[src/rtl/apb_periph_pkg.sv]
// Shared types and widths for the APB peripheral completer.
// Latency: n/a (declarations only).
// Backpressure: n/a.
package apb_periph_pkg;

  typedef enum logic {IDLE, ACCESS} periph_state_t;

  localparam int CPU_ADDR_W = 8;
  localparam int CPU_DATA_W = 21;
  localparam int WRCOUNT_W  = 16;

  // Index width for a register file of n entries; at least one bit.
  function automatic int idx_width(input int n);
    return (n > 1) ? $clog2(n) : 1;
  endfunction

endpackage

[src/rtl/apb_periph_if.sv]
// CPU peripheral bus bundle: select, enable, address/data and the completer response.
// Latency: n/a (wires only).
// Backpressure: the completer stretches a transfer by holding CPUPREADY low.
interface apb_periph_if;
  import apb_periph_pkg::*;

  logic [7:0]            CPUSEL;
  logic                  APBMASTERENABLE;
  logic [CPU_ADDR_W-1:0] addr;
  logic [CPU_DATA_W-1:0] data;
  logic                  CPUPREADY;
  logic                  PSLVERR;

  modport master (
    output CPUSEL, APBMASTERENABLE, addr, data,
    input  CPUPREADY, PSLVERR
  );

  modport slave (
    input  CPUSEL, APBMASTERENABLE, addr, data,
    output CPUPREADY, PSLVERR
  );

endinterface

[src/rtl/apb_periph_regfile.sv]
// Register file: one synchronous write port, one combinational read port, sync clear.
// Latency: write visible on the read port after the clock edge; read is same-cycle.
// Backpressure: none, accepts a write every cycle.
module apb_periph_regfile #(
  parameter int NUM_REGS = 16,
  parameter int DATA_W   = 21,
  parameter int ADDR_W   = 8,
  parameter int IDX_W    = (NUM_REGS > 1) ? $clog2(NUM_REGS) : 1
) (
  input  logic              clk,
  input  logic              clr,
  input  logic              we,
  input  logic [IDX_W-1:0]  idx,
  input  logic [DATA_W-1:0] wdata,
  input  logic [ADDR_W-1:0] rdaddr,
  output logic [DATA_W-1:0] rdata
);

  localparam logic [ADDR_W:0] NUM_LIM = (ADDR_W+1)'(NUM_REGS);

  logic [DATA_W-1:0] regs [NUM_REGS];

  // Clear everything on reset, otherwise commit the single write.
  always_ff @(posedge clk) begin
    if (clr) begin
      for (int i = 0; i < NUM_REGS; i++) regs[i] <= '0;
    end else if (we) begin
      regs[idx] <= wdata;
    end
  end

  // Side read port; addresses past the end read back as zero.
  always_comb begin
    rdata = '0;
    if ({1'b0, rdaddr} < NUM_LIM) rdata = regs[rdaddr[IDX_W-1:0]];
  end

endmodule

[src/rtl/apb_periph_completer.sv]
// APB-style write-only completer: decode select, latch setup, wait, pulse CPUPREADY, commit.
// Latency: CPUPREADY in cycle T0+1+WAIT_STATES after setup at T0 with enable held high.
// Backpressure: inserts WAIT_STATES wait cycles; enable low in access holds the counter.
// Optional: define APB_PERIPH_PSLVERR_EN to flag out-of-range writes on PSLVERR.
module apb_periph_completer
  import apb_periph_pkg::*;
#(
  parameter int SEL_INDEX   = 0,
  parameter int NUM_REGS    = 16,
  parameter int WAIT_STATES = 3,
  parameter int DATA_W      = CPU_DATA_W,
  parameter int ADDR_W      = CPU_ADDR_W
) (
  input  logic                 clk,
  input  logic                 CPUPERPHRESETN,
  apb_periph_if.slave          bus,
  input  logic [ADDR_W-1:0]    RDADDR,
  output logic [DATA_W-1:0]    RDDATA,
  output logic [WRCOUNT_W-1:0] WRCOUNT
);

  localparam int              IDX_W    = idx_width(NUM_REGS);
  localparam int              CNT_W    = (WAIT_STATES > 0) ? $clog2(WAIT_STATES + 1) : 1;
  localparam logic [CNT_W-1:0] WAIT_CNT = CNT_W'(WAIT_STATES);
  localparam logic [ADDR_W:0]  NUM_LIM  = (ADDR_W+1)'(NUM_REGS);

  periph_state_t     state_q, state_d;
  logic [CNT_W-1:0]  cnt_q, cnt_d;
  logic [ADDR_W-1:0] addr_q, addr_d;
  logic [DATA_W-1:0] data_q, data_d;
  logic              pready;
  logic              in_range;
  logic              commit;

  logic sel;
  logic en;
  assign sel = bus.CPUSEL[SEL_INDEX];
  assign en  = bus.APBMASTERENABLE;

  // Decode uses the latched address so bus changes during access are ignored.
  assign in_range = ({1'b0, addr_q} < NUM_LIM);
  assign commit   = pready && in_range;

  // Next state: latch on setup, count waits, complete or abort.
  always_comb begin
    state_d = state_q;
    cnt_d   = cnt_q;
    addr_d  = addr_q;
    data_d  = data_q;
    pready  = 1'b0;
    case (state_q)
      IDLE: begin
        if (sel && !en) begin
          state_d = ACCESS;
          cnt_d   = '0;
          addr_d  = bus.addr;
          data_d  = bus.data;
        end
      end
      ACCESS: begin
        if (!sel) begin
          state_d = IDLE;
        end else if (en) begin
          if (cnt_q == WAIT_CNT) begin
            pready  = 1'b1;
            state_d = IDLE;
          end else begin
            cnt_d = cnt_q + 1'b1;
          end
        end
      end
      default: state_d = IDLE;
    endcase
  end

  // State, counter and latch registers with synchronous reset.
  always_ff @(posedge clk) begin
    if (!CPUPERPHRESETN) begin
      state_q <= IDLE;
      cnt_q   <= '0;
      addr_q  <= '0;
      data_q  <= '0;
    end else begin
      state_q <= state_d;
      cnt_q   <= cnt_d;
      addr_q  <= addr_d;
      data_q  <= data_d;
    end
  end

  // Count committed in-range writes, sticking at all-ones.
  always_ff @(posedge clk) begin
    if (!CPUPERPHRESETN) WRCOUNT <= '0;
    else if (commit && (WRCOUNT != {WRCOUNT_W{1'b1}})) WRCOUNT <= WRCOUNT + 1'b1;
  end

  assign bus.CPUPREADY = pready;
`ifdef APB_PERIPH_PSLVERR_EN
  assign bus.PSLVERR = pready && !in_range;
`else
  assign bus.PSLVERR = 1'b0;
`endif

  apb_periph_regfile #(
    .NUM_REGS (NUM_REGS),
    .DATA_W   (DATA_W),
    .ADDR_W   (ADDR_W),
    .IDX_W    (IDX_W)
  ) u_regfile (
    .clk    (clk),
    .clr    (!CPUPERPHRESETN),
    .we     (commit),
    .idx    (addr_q[IDX_W-1:0]),
    .wdata  (data_q),
    .rdaddr (RDADDR),
    .rdata  (RDDATA)
  );

endmodule
[src/flat_wrapper.sv]
// flat-port wrapper written by rule: the top's interface ports become plain ports
module apb_periph_completer_flat import apb_periph_pkg::*;
#(
  parameter int SEL_INDEX   = 0,
  parameter int NUM_REGS    = 16,
  parameter int WAIT_STATES = 3,
  parameter int DATA_W      = CPU_DATA_W,
  parameter int ADDR_W      = CPU_ADDR_W
)
  (clk, CPUPERPHRESETN, RDADDR, RDDATA, WRCOUNT, bus_CPUSEL, bus_APBMASTERENABLE, bus_addr, bus_data, bus_CPUPREADY, bus_PSLVERR);
  apb_periph_if bus_i ();
  input  logic clk;
  input  logic CPUPERPHRESETN;
  input  logic [ADDR_W-1:0] RDADDR;
  output logic [DATA_W-1:0] RDDATA;
  output logic [WRCOUNT_W-1:0] WRCOUNT;
  input wire logic [$bits(bus_i.CPUSEL)-1:0] bus_CPUSEL;
  input wire logic [$bits(bus_i.APBMASTERENABLE)-1:0] bus_APBMASTERENABLE;
  input wire logic [$bits(bus_i.addr)-1:0] bus_addr;
  input wire logic [$bits(bus_i.data)-1:0] bus_data;
  output wire logic [$bits(bus_i.CPUPREADY)-1:0] bus_CPUPREADY;
  output wire logic [$bits(bus_i.PSLVERR)-1:0] bus_PSLVERR;
  assign bus_i.CPUSEL = bus_CPUSEL;
  assign bus_i.APBMASTERENABLE = bus_APBMASTERENABLE;
  assign bus_i.addr = bus_addr;
  assign bus_i.data = bus_data;
  assign bus_CPUPREADY = bus_i.CPUPREADY;
  assign bus_PSLVERR = bus_i.PSLVERR;
  apb_periph_completer #(.SEL_INDEX(SEL_INDEX), .NUM_REGS(NUM_REGS), .WAIT_STATES(WAIT_STATES), .DATA_W(DATA_W), .ADDR_W(ADDR_W)) u_core (.clk(clk), .CPUPERPHRESETN(CPUPERPHRESETN), .bus(bus_i), .RDADDR(RDADDR), .RDDATA(RDDATA), .WRCOUNT(WRCOUNT));
endmodule
[config.mk]
export PLATFORM = sky130hd
export DESIGN_NAME = apb_periph_completer_flat
export DESIGN_NICKNAME = d
export VERILOG_FILES = /design/src/rtl/apb_periph_pkg.sv /design/src/rtl/apb_periph_if.sv /design/src/rtl/apb_periph_regfile.sv /design/src/rtl/apb_periph_completer.sv /design/src/flat_wrapper.sv
export SDC_FILE = /design/constraint.sdc
export NUM_CORES = 1
export LEC_CHECK = 0
export ABC_AREA = 0
export CAP_MARGIN = 20
export CORE_UTILIZATION = 44
export CTS_CLUSTER_SIZE = 14
export DETAILED_ROUTE_END_ITERATION = 10
export GPL_TIMING_DRIVEN = 0
export HOLD_SLACK_MARGIN = 0.12
export PLACE_DENSITY_LB_ADDON = 0.2
export SLEW_MARGIN = 15
export SYNTH_ARGS = -nofsm -noshare
export SYNTH_HDL_FRONTEND = slang
export SYNTH_SLANG_ARGS = --single-unit
[constraint.sdc]
create_clock -name clk -period 4.5 [get_ports clk]
set_input_delay 0.9 -clock clk [delete_from_list [all_inputs] [get_ports clk]]
set_output_delay 0.9 -clock clk [all_outputs]
set_load 0.005 [all_outputs]
Word-level counts from Yosys, hierarchy flattened

Memories as Yosys holds them, arrays and structs flattened.
Index checks and enable logic that the tools add are counted.

Div/mod/pow operators: 0
Equality and inequality tests: 6
Shifts and indexed selects: 0
Bitwise operators: 1
Add/subtract/negate cells: 2
Magnitude comparators: 2
Muxes and demuxes: 22
Reduce and logical (&&, ||, !) cells: 7
$mul: 0

Operators by type and width:

| operator              | count |
|---|---|
| $mux 21               | 2 |
| $reduce_or 21->1      | 1 |
| $add 16x1->16 const B | 1 |
| $lt 8x5->1 const B    | 2 |
| $ne 16x16->1 const B  | 1 |
| $mux 1                | 13 |
| $mux 2                | 4 |
| $ne 2x2->1 const B    | 3 |
| $mux 4                | 1 |
| $pmux 2 s2            | 1 |
| $reduce_and 4->1      | 1 |
| $logic_and 1x1->1     | 3 |
| $add 2x1->2 const B   | 1 |
| $eq 2x2->1 const B    | 1 |
| $ne 2x1->1 const B    | 1 |
| $pmux 1 s2            | 1 |
| $reduce_and 2->1      | 1 |
| $logic_not 1->1       | 1 |
| $not 1->1             | 1 |

RAM bits: 336
Output and inout port bits: 39
Bits in registers: 48
Latch bits: 0
ROM bits: 0
Memories kept: 1

Memories:

| memory                | depth | width | rd ports | clocked after memory_dff | write ports | line                     | text |
|---|---|---|---|---|---|---|---|
| u_core.u_regfile.regs | 16    | 21    | 1        | 0                        | 16          | apb_periph_regfile.sv:21 | `logic [DATA_W-1:0] regs [NUM_REGS];` |

Longest topological paths before layout

Gate-level depths: netlist (run 1).

Depth after elaboration: 11
Mapped depth: 8

Hierarchy

A second synthesis (run 1) with hierarchy kept.

Cells, all modules: 1261
Area, all modules: 17366.7 µm²

Modules (own cells, without submodules):

| module               | cells an instance | times used | area each (µm²) |
|---|---|---|---|
| apb_periph_regfile   | 1014              | 1          | 15325.9 |
| apb_periph_completer | 247               | 1          | 2040.7 |

Worst setup path after synthesis (run 1)

Ideal clock, no wire load.

Path type: input-to-reg
Start point: input port bus_CPUSEL[0]
End point: memory u_core.u_regfile.regs[12][0] (enable)
Path slack: 779 ps
Arrival time: 3293 ps
Stages on the path: 5
Setup time: 428 ps
Data required time: 4072 ps
Cells stage by stage: and4_1 > buf_2 > or3b_1 > clkbuf_1 > o21ai_0

RTL lines:

| element         | line                     | text |
|---|---|---|
| start, declared | flat_wrapper.sv:17       | `input wire logic [$bits(bus_i.CPUSEL)-1:0] bus_CPUSEL;` |
| end, declared   | apb_periph_regfile.sv:21 |  |

Final worst setup path (run 1)

Start point: input port RDADDR[1]
End point: output port RDDATA[20]

Cells in the longest elaborated chain, start to end: 2
Elaborated cells between the ends (all ways): 3
Classes of those cells: order compare (1); mux (1); memory (1)

Ends and longest elaborated chain:

| element                                     | line                     | text |
|---|---|---|
| start, declared                             | flat_wrapper.sv:14       | `input logic [ADDR_W-1:0] RDADDR;` |
| $lt 8x5->1 or $mem_v2 16x21 (tied branches) | --                       |  |
| $mux 21 (*)                                 | apb_periph_regfile.sv:35 | `if ({1'b0, rdaddr} < NUM_LIM) rdata = regs[rdaddr[IDX_W-1:0]];` |
| end, declared                               | flat_wrapper.sv:15       | `output logic [DATA_W-1:0] RDDATA;` |

Mark *: on every way between the ends. The rest lies on a longest branch, timed or not.

==> impl_results.md, run 1 <==
* Starting DRT DRC Count at 777
* Die W at 199.7 um
* Count of input and output buffers at 74
* Max Buffers Root-to-Sink at 3
* Post-synthesis sequential area ratio at 0.6427
* Status: completed
* Mapped Area at 17200 um^2
* GPL Wtd Cong at 0.8685
* Startpoint types: input port
* CTS tree: built
* Vias in the first global route at 10130
* HPWL after DPL at 29.26 mm
* Final setup TNS at 0 ns
* Count of final setup violators at 0
* Post-CTS Setup Inserts at 0
* Worst-path fanout max at 10
* CP endpoint kind: output pin
* First-pass GRT wire length at 61.60 mm
* Initial antenna violation count at 0
* R2r setup slk at 1.28 ns
* Primary FF master, synth: edfxtp_1
* WP data arrival at 3.55 ns
* Worst vdd ir at 0.2906 mV
* Vias at 10110
* PnR worst setup slack at 0.04948 ns
* Fin. Hold Viols at 0
* Starting Density at 0.4460
* DRT Pass-1 Iters at 5
* DR WL/cell at 21.64 um
* FP Rows at 72
* Clock Pin Slew Worst Setup and Hold Paths at 0.06 ns
* Setup WS pre-CTS at 0.004910 ns
* GR Util All Layers at 0.2106
* Post-synth EDFFs at 336
* Flops & latches, synth at 384
* CP startpoint: RDADDR[1]
* Fin nets at 1371
* H-tree Lvls at 2
* Critical path required time at 3.60 ns
* Total clock sinks at 384
* Gate Count Post-Synth at 1192
* Core Region at 38560 um^2
* Yosys cell types at 43
* Final Skew at 0.01220 ns
* Tot Pwr at 0.007845 W
* Grt total ovfl at 0
* Min Hold Slack at 0.4933 ns
* Share of flip-flops with an asynchronous set or reset at 0
* Area growth from synthesis to layout at 18.17%
* Final wirelength at 40.50 mm
* CTS root buffer: clkbuf_16
* CTS Hold Bufs at 0
* Number of remaining DRC errors at 0
* Synthesized Nets at 1242
* Slew Limit Fails at 0
* Post-Place Cells at 1794
* Total CTS buffers at 41
* Post-cts sizing count at 0
* Vias per Instance at 5.402
* Reg-to-reg startpoint: u_core.cnt_q[0]
* Share of cells above drive strength 1 at 0.1412
* Hold wc startpoint: u_core.addr_q[5]
* Syn Area/Cell at 14.43 um^2
* Fmax at 224.7 MHz
* Max-Cap Viols at 0
* Diodes inserted at 0
* Pwr Density at 386.1 nW/um^2
* # IOs at 87
* HP Class: reg -> reg
* Pin count of the biggest net entering global routing at 22
* Ys Warns at 0
* Final std cells w/o fill at 1871
* Die height at 199.7 um
* Min cycle time layout at 4.451 ns
* Unrepaired setup endpoints after global routing: false
* Worst Tran Pin Value at 1.070 ns
* Period utilisation layout at 0.9890
* Clk_lat worst skew at 0.54 ns
* Critical path class: in -> out
* Slew margin rel. at 0.2768
* Static Leakage at 7.129 nW
* Total die area at 39870 um^2
* Antenna Violating Nets Remaining at 0
[where the power goes]
part | internal [W] | total [W] | switching [W]
clock | 0.00194 | 0.00335 | 0.00141
combinational | 0.000208 | 0.000475 | 0.000268
sequential | 0.00397 | 0.00402 | 0.0000468
[worst paths after layout]
path                                       end  cells past startpoint
hold reg to reg               u_core.addr_q[5]                      2
hold / removal                u_core.addr_q[5]                      2
setup / recovery                    RDDATA[20]                      6
setup reg to reg  u_core.u_regfile.regs[0][19]                      7
[per-stage QoR]
step	util	instance area, um^2
CTS	0.5261	20280
finish	0.5270	20320
detailed placement	0.4914	18950
global placement	0.4820	18580
floorplan	-	17200
global route	0.5270	20320
[critical path, cell delays in order]
cell and delay (ns):
clkbuf_1 0.53, clkbuf_1 0.72, mux4_2 0.38, mux2i_1 0.07, o22ai_1 0.35, clkdlybuf4s50_1 0.59
[sequential cells by signal, indices dropped and copies added (netlist names)]
register,cells
u_core.WRCOUNT,16
u_core.state_q,1
u_core.addr_q,8
u_core.u_regfile.regs,336
u_core.cnt_q,2
u_core.data_q,21
[synthesized netlist by cell type, types with 4 or more instances]
library cell  instances  area [um^2]
and2_1              337         2108
edfxtp_1            336        10090
mux4_2               84         1892
clkbuf_1             79        296.5
nand2_1              68        255.2
dfxtp_1              48        960.9
mux2i_1              44        440.4
a21oi_1              42        210.2
o22ai_1              21        131.4
o21ai_0              17        85.08
nor2_1               15        56.30
buf_1                 9        33.78
buf_2                 9        45.04
nand4_1               9        56.30
o31ai_1               9        67.56
nand2b_1              7        43.79
nand3_1               6        30.03
or4_1                 6        45.04
and4_1                4        35.03
inv_1                 4        15.01
nand3b_1              4        30.03
nor3_1                4        20.02
[placed cells by master (no fill, tap or decap), drive strengths merged, types with 2 or more instances in the layout]
| master | netlist | routed |
|---|---|---|
| a21oi | 42 | 42 |
| ha | 2 | 2 |
| clkinv | 0 | 13 |
| nor4 | 4 | 4 |
| nand4 | 9 | 9 |
| nand3 | 6 | 6 |
| edfxtp | 336 | 336 |
| nor2 | 15 | 15 |
| o21ai | 17 | 17 |
| clkinvlp | 0 | 5 |
| clkdlybuf4s50 | 0 | 74 |
| and3 | 2 | 2 |
| and4 | 4 | 4 |
| buf | 19 | 30 |
| o22ai | 21 | 21 |
| nand2b | 7 | 7 |
| inv | 5 | 7 |
| or3 | 3 | 3 |
| mux4 | 84 | 84 |
| nand2 | 68 | 68 |
| a22oi | 2 | 2 |
| or4 | 9 | 9 |
| mux2i | 44 | 44 |
| and2 | 337 | 337 |
| dfxtp | 48 | 48 |
| clkbuf | 79 | 132 |
| nand3b | 4 | 4 |
| bufinv | 0 | 2 |
| or3b | 2 | 2 |
| nor3 | 5 | 5 |
| o31ai | 9 | 9 |
[cells by family after synthesis]
logic type | after synthesis | synth area share
flops | 384 | 0.6427
compound gates | 96 | 0.03216
buf+inv | 103 | 0.02336
simple gates | 478 | 0.1645
fa+ha+maj | 2 | 0.001455
mux | 128 | 0.1356
other cells | 1 | 0.0002181
[area by class of cell]
class / instances / area (um^2)
clock buffers: 53 / 1155
clock inverters: 22 / 180.2
repair buffers: 86 / 1005
flip-flops and latches: 384 / 11050
inverters: 5 / 18.77
multi-input cells: 705 / 5869
plain buffers: 98 / 392.9
well taps: 518 / 648.1
fillers: 3234 / 18240
[layer usage]
| layer | part of all wire | global-route usage | vias up |
|---|---|---|---|
| met5 | 0 | 0 | - |
| met4 | 0.030 | 0.06870 | 0 |
| met3 | 0.063 | 0.03443 | 84 |
| met2 | 0.47 | 0.3419 | 335 |
| met1 | 0.43 | 0.2890 | 5035 |
| li1 | - | - | 4653 |
(Power assumes the default switching activity.)
==> run 2: changes to the inputs <==
--- a/config.mk
+++ b/config.mk
@@ -10,7 +10,7 @@
 export CORE_UTILIZATION = 44
 export CTS_CLUSTER_SIZE = 14
 export DETAILED_ROUTE_END_ITERATION = 10
-export GPL_TIMING_DRIVEN = 0
+export GPL_TIMING_DRIVEN = 1
 export HOLD_SLACK_MARGIN = 0.12
 export PLACE_DENSITY_LB_ADDON = 0.2
 export SLEW_MARGIN = 15
==> impl_results.md, run 2 (synthesis results as in run 1) <==
* Status: completed
* Crit-path cells: clkdlybuf4s50_1 > nor4_1 > nand2_1 > buf_4 > o22ai_1 > clkdlybuf4s50_1
* Crit path capture: RDDATA[9]
* Static Leakage at 7.142 nW
* First-pass GRT wire length at 59.36 mm
* HP Class: reg -> reg
* Max reg flops at 336
* Antenna Violating Nets Remaining at 0
* Largest regs: u_core.u_regfile.regs (336), u_core.data_q (21), u_core.WRCOUNT (16)
* Period utilisation layout at 0.8623
* Cell mode on critical path: clkdlybuf4s50_1
* Final std cells w/o fill at 1811
* Worst Tran Pin Value at 0.7691 ns
* CTS Hold Bufs at 0
* Critical path required time at 3.60 ns
* Final wirelength at 39.04 mm
* Pwr Density at 386.2 nW/um^2
* Vias per Instance at 5.389
* Worst-path fanout max at 21
* DR WL/cell at 21.56 um
* Vias in the first global route at 9959
* Starting Density at 0.4460
* Area growth from synthesis to layout at 16.75%
* GR Util met3 at 0.03139
* Max-Cap Viols at 0
* Startpoint types: input port
* Post-cts sizing count at 0
* R2r setup slk at 1.76 ns
* R2r endpoint: u_core.u_regfile.regs[3][18]
* Worst vdd ir at 0.2783 mV
* Core Region at 38560 um^2
* Vias at 9759
* CP max stage delay at 0.58 ns
* Most crowded layer after global routing: met2
* Post-CTS Setup Inserts at 0
* Post-Place Cells at 1735
* Pin count of the biggest net entering global routing at 46
* Count of input and output buffers at 78
* Die height at 199.7 um
* Slew margin rel. at 0.4865
* Fin nets at 1311
* Crit-path slowest cell: clkdlybuf4s50_1
* Critical path class: in -> out
* Slew Limit Fails at 0
* DRT Pass-1 Iters at 5
* Most frequent cells in the layout: and2_1, edfxtp_1, mux4_2, clkdlybuf4s50_1, nand2_1
* CP endpoint kind: output pin
* Met2 usage at 0.3467
* Fin. Hold Viols at 0
* Max Buffers Root-to-Sink at 3
* GR Util All Layers at 0.2030
* Die W at 199.7 um
* Routing usage on met1 at 0.2704
* Reg-to-reg startpoint: u_core.cnt_q[0]
* Top reg by flops: u_core.u_regfile.regs
* Area post-placement at 18720 um^2
* GPL Wtd Cong at 0.7427
* FP Rows at 72
* PnR worst setup slack at 0.6196 ns
* Final Skew at 0.01618 ns
* CP startpoint: RDADDR[7]
* Tot Pwr at 0.007754 W
* HPWL after DPL at 23.82 mm
* Total die area at 39870 um^2
* Final setup TNS at 0 ns
* Clk_lat worst skew at 0.54 ns
* Reg2reg path depth at 7
* Initial antenna violation count at 0
* CTS root buffer: clkbuf_16
* Unrepaired setup endpoints after global routing: false
* Number of remaining DRC errors at 0
* Clock Pin Slew Worst Setup and Hold Paths at 0.06 ns
* Fillers at 3299
* Most common cell after layout, fill and taps aside: and2_1
* Count of final setup violators at 0
* Design area at 20080 um^2
* Fmax at 257.7 MHz
* # IOs at 87
* Share of cells above drive strength 1 at 0.1671
* Starting DRT DRC Count at 605
* CTS tree: built
* Setup WS pre-CTS at 0.6194 ns
* Total clock sinks at 384
* Total CTS buffers at 40
* Min cycle time layout at 3.880 ns
* Diodes inserted at 0
* WP data arrival at 2.98 ns
* Grt total ovfl at 0
* H-tree Lvls at 2
-- run 2: changes by cell type in the layout (fill, tap and decap cells not counted), sizes merged --
cell / delta
bufinv: +2
buf: +20
clkdlybuf4s50: +1
clkdlybuf4s15: -1
clkinvlp: -2
clkbuf: -84
clkinv: +4
-- run 2: how the worst min path moves through the flow --
stage	slack, ns	endpoint	startpoint	depth (start not counted)
detailed placement	0.48	u_core.addr_q[6]	u_core.addr_q[6]	2
floorplan	0.47	u_core.addr_q[2]	u_core.addr_q[2]	2
global placement	0.48	u_core.addr_q[5]	u_core.addr_q[5]	2
finish	0.49	u_core.addr_q[6]	u_core.addr_q[6]	2
CTS	0.49	u_core.addr_q[6]	u_core.addr_q[6]	2
global route	0.52	u_core.addr_q[6]	u_core.addr_q[6]	2
-- run 2: where the power goes --
group | total (W) | internal (W) | switching [W]
logic | 0.000429 | 0.000199 | 0.000230
registers | 0.00404 | 0.00397 | 0.0000671
clock network | 0.00328 | 0.00192 | 0.00137
total | 0.00775 | 0.00609 | 0.00166
-- run 2: metrics by stage --
step,util,hold slack [ns]
finish,0.5207,0.4913
global route,0.5207,0.5174
CTS,0.5190,0.4915
detailed placement,0.4854,0.4830
floorplan,-,0.4654
global placement,0.4854,0.4774
-- run 2: per-layer routing --
layer | part of all wire | vias to the layer above | routed length (um)
li1 | - | 4523 | -
met3 | 0.049 | 55 | 1901
met2 | 0.50 | 238 | 19640
met4 | 0.016 | 0 | 638
met5 | 0 | - | 0
met1 | 0.43 | 4943 | 16860
-- run 2: layout make-up --
type,count,area [um^2],share of cell area
multi-input cells,705,5819,0.2899
flip-flops and latches,384,11050,0.5505
inverters,5,18.77,0.0009349
clock inverters,26,234.0,0.01165
clock buffers,48,1062,0.05291
repair buffers,125,1242,0.06189
well taps,518,648.1,0.03228
-- run 2: critical path, delay by kind of cell --
family	cells	cell delay [ns]
AO/OA/AOI/OAI	1	0.34
AND/OR/NAND/NOR	2	0.52
buffers and inverters	3	1.22
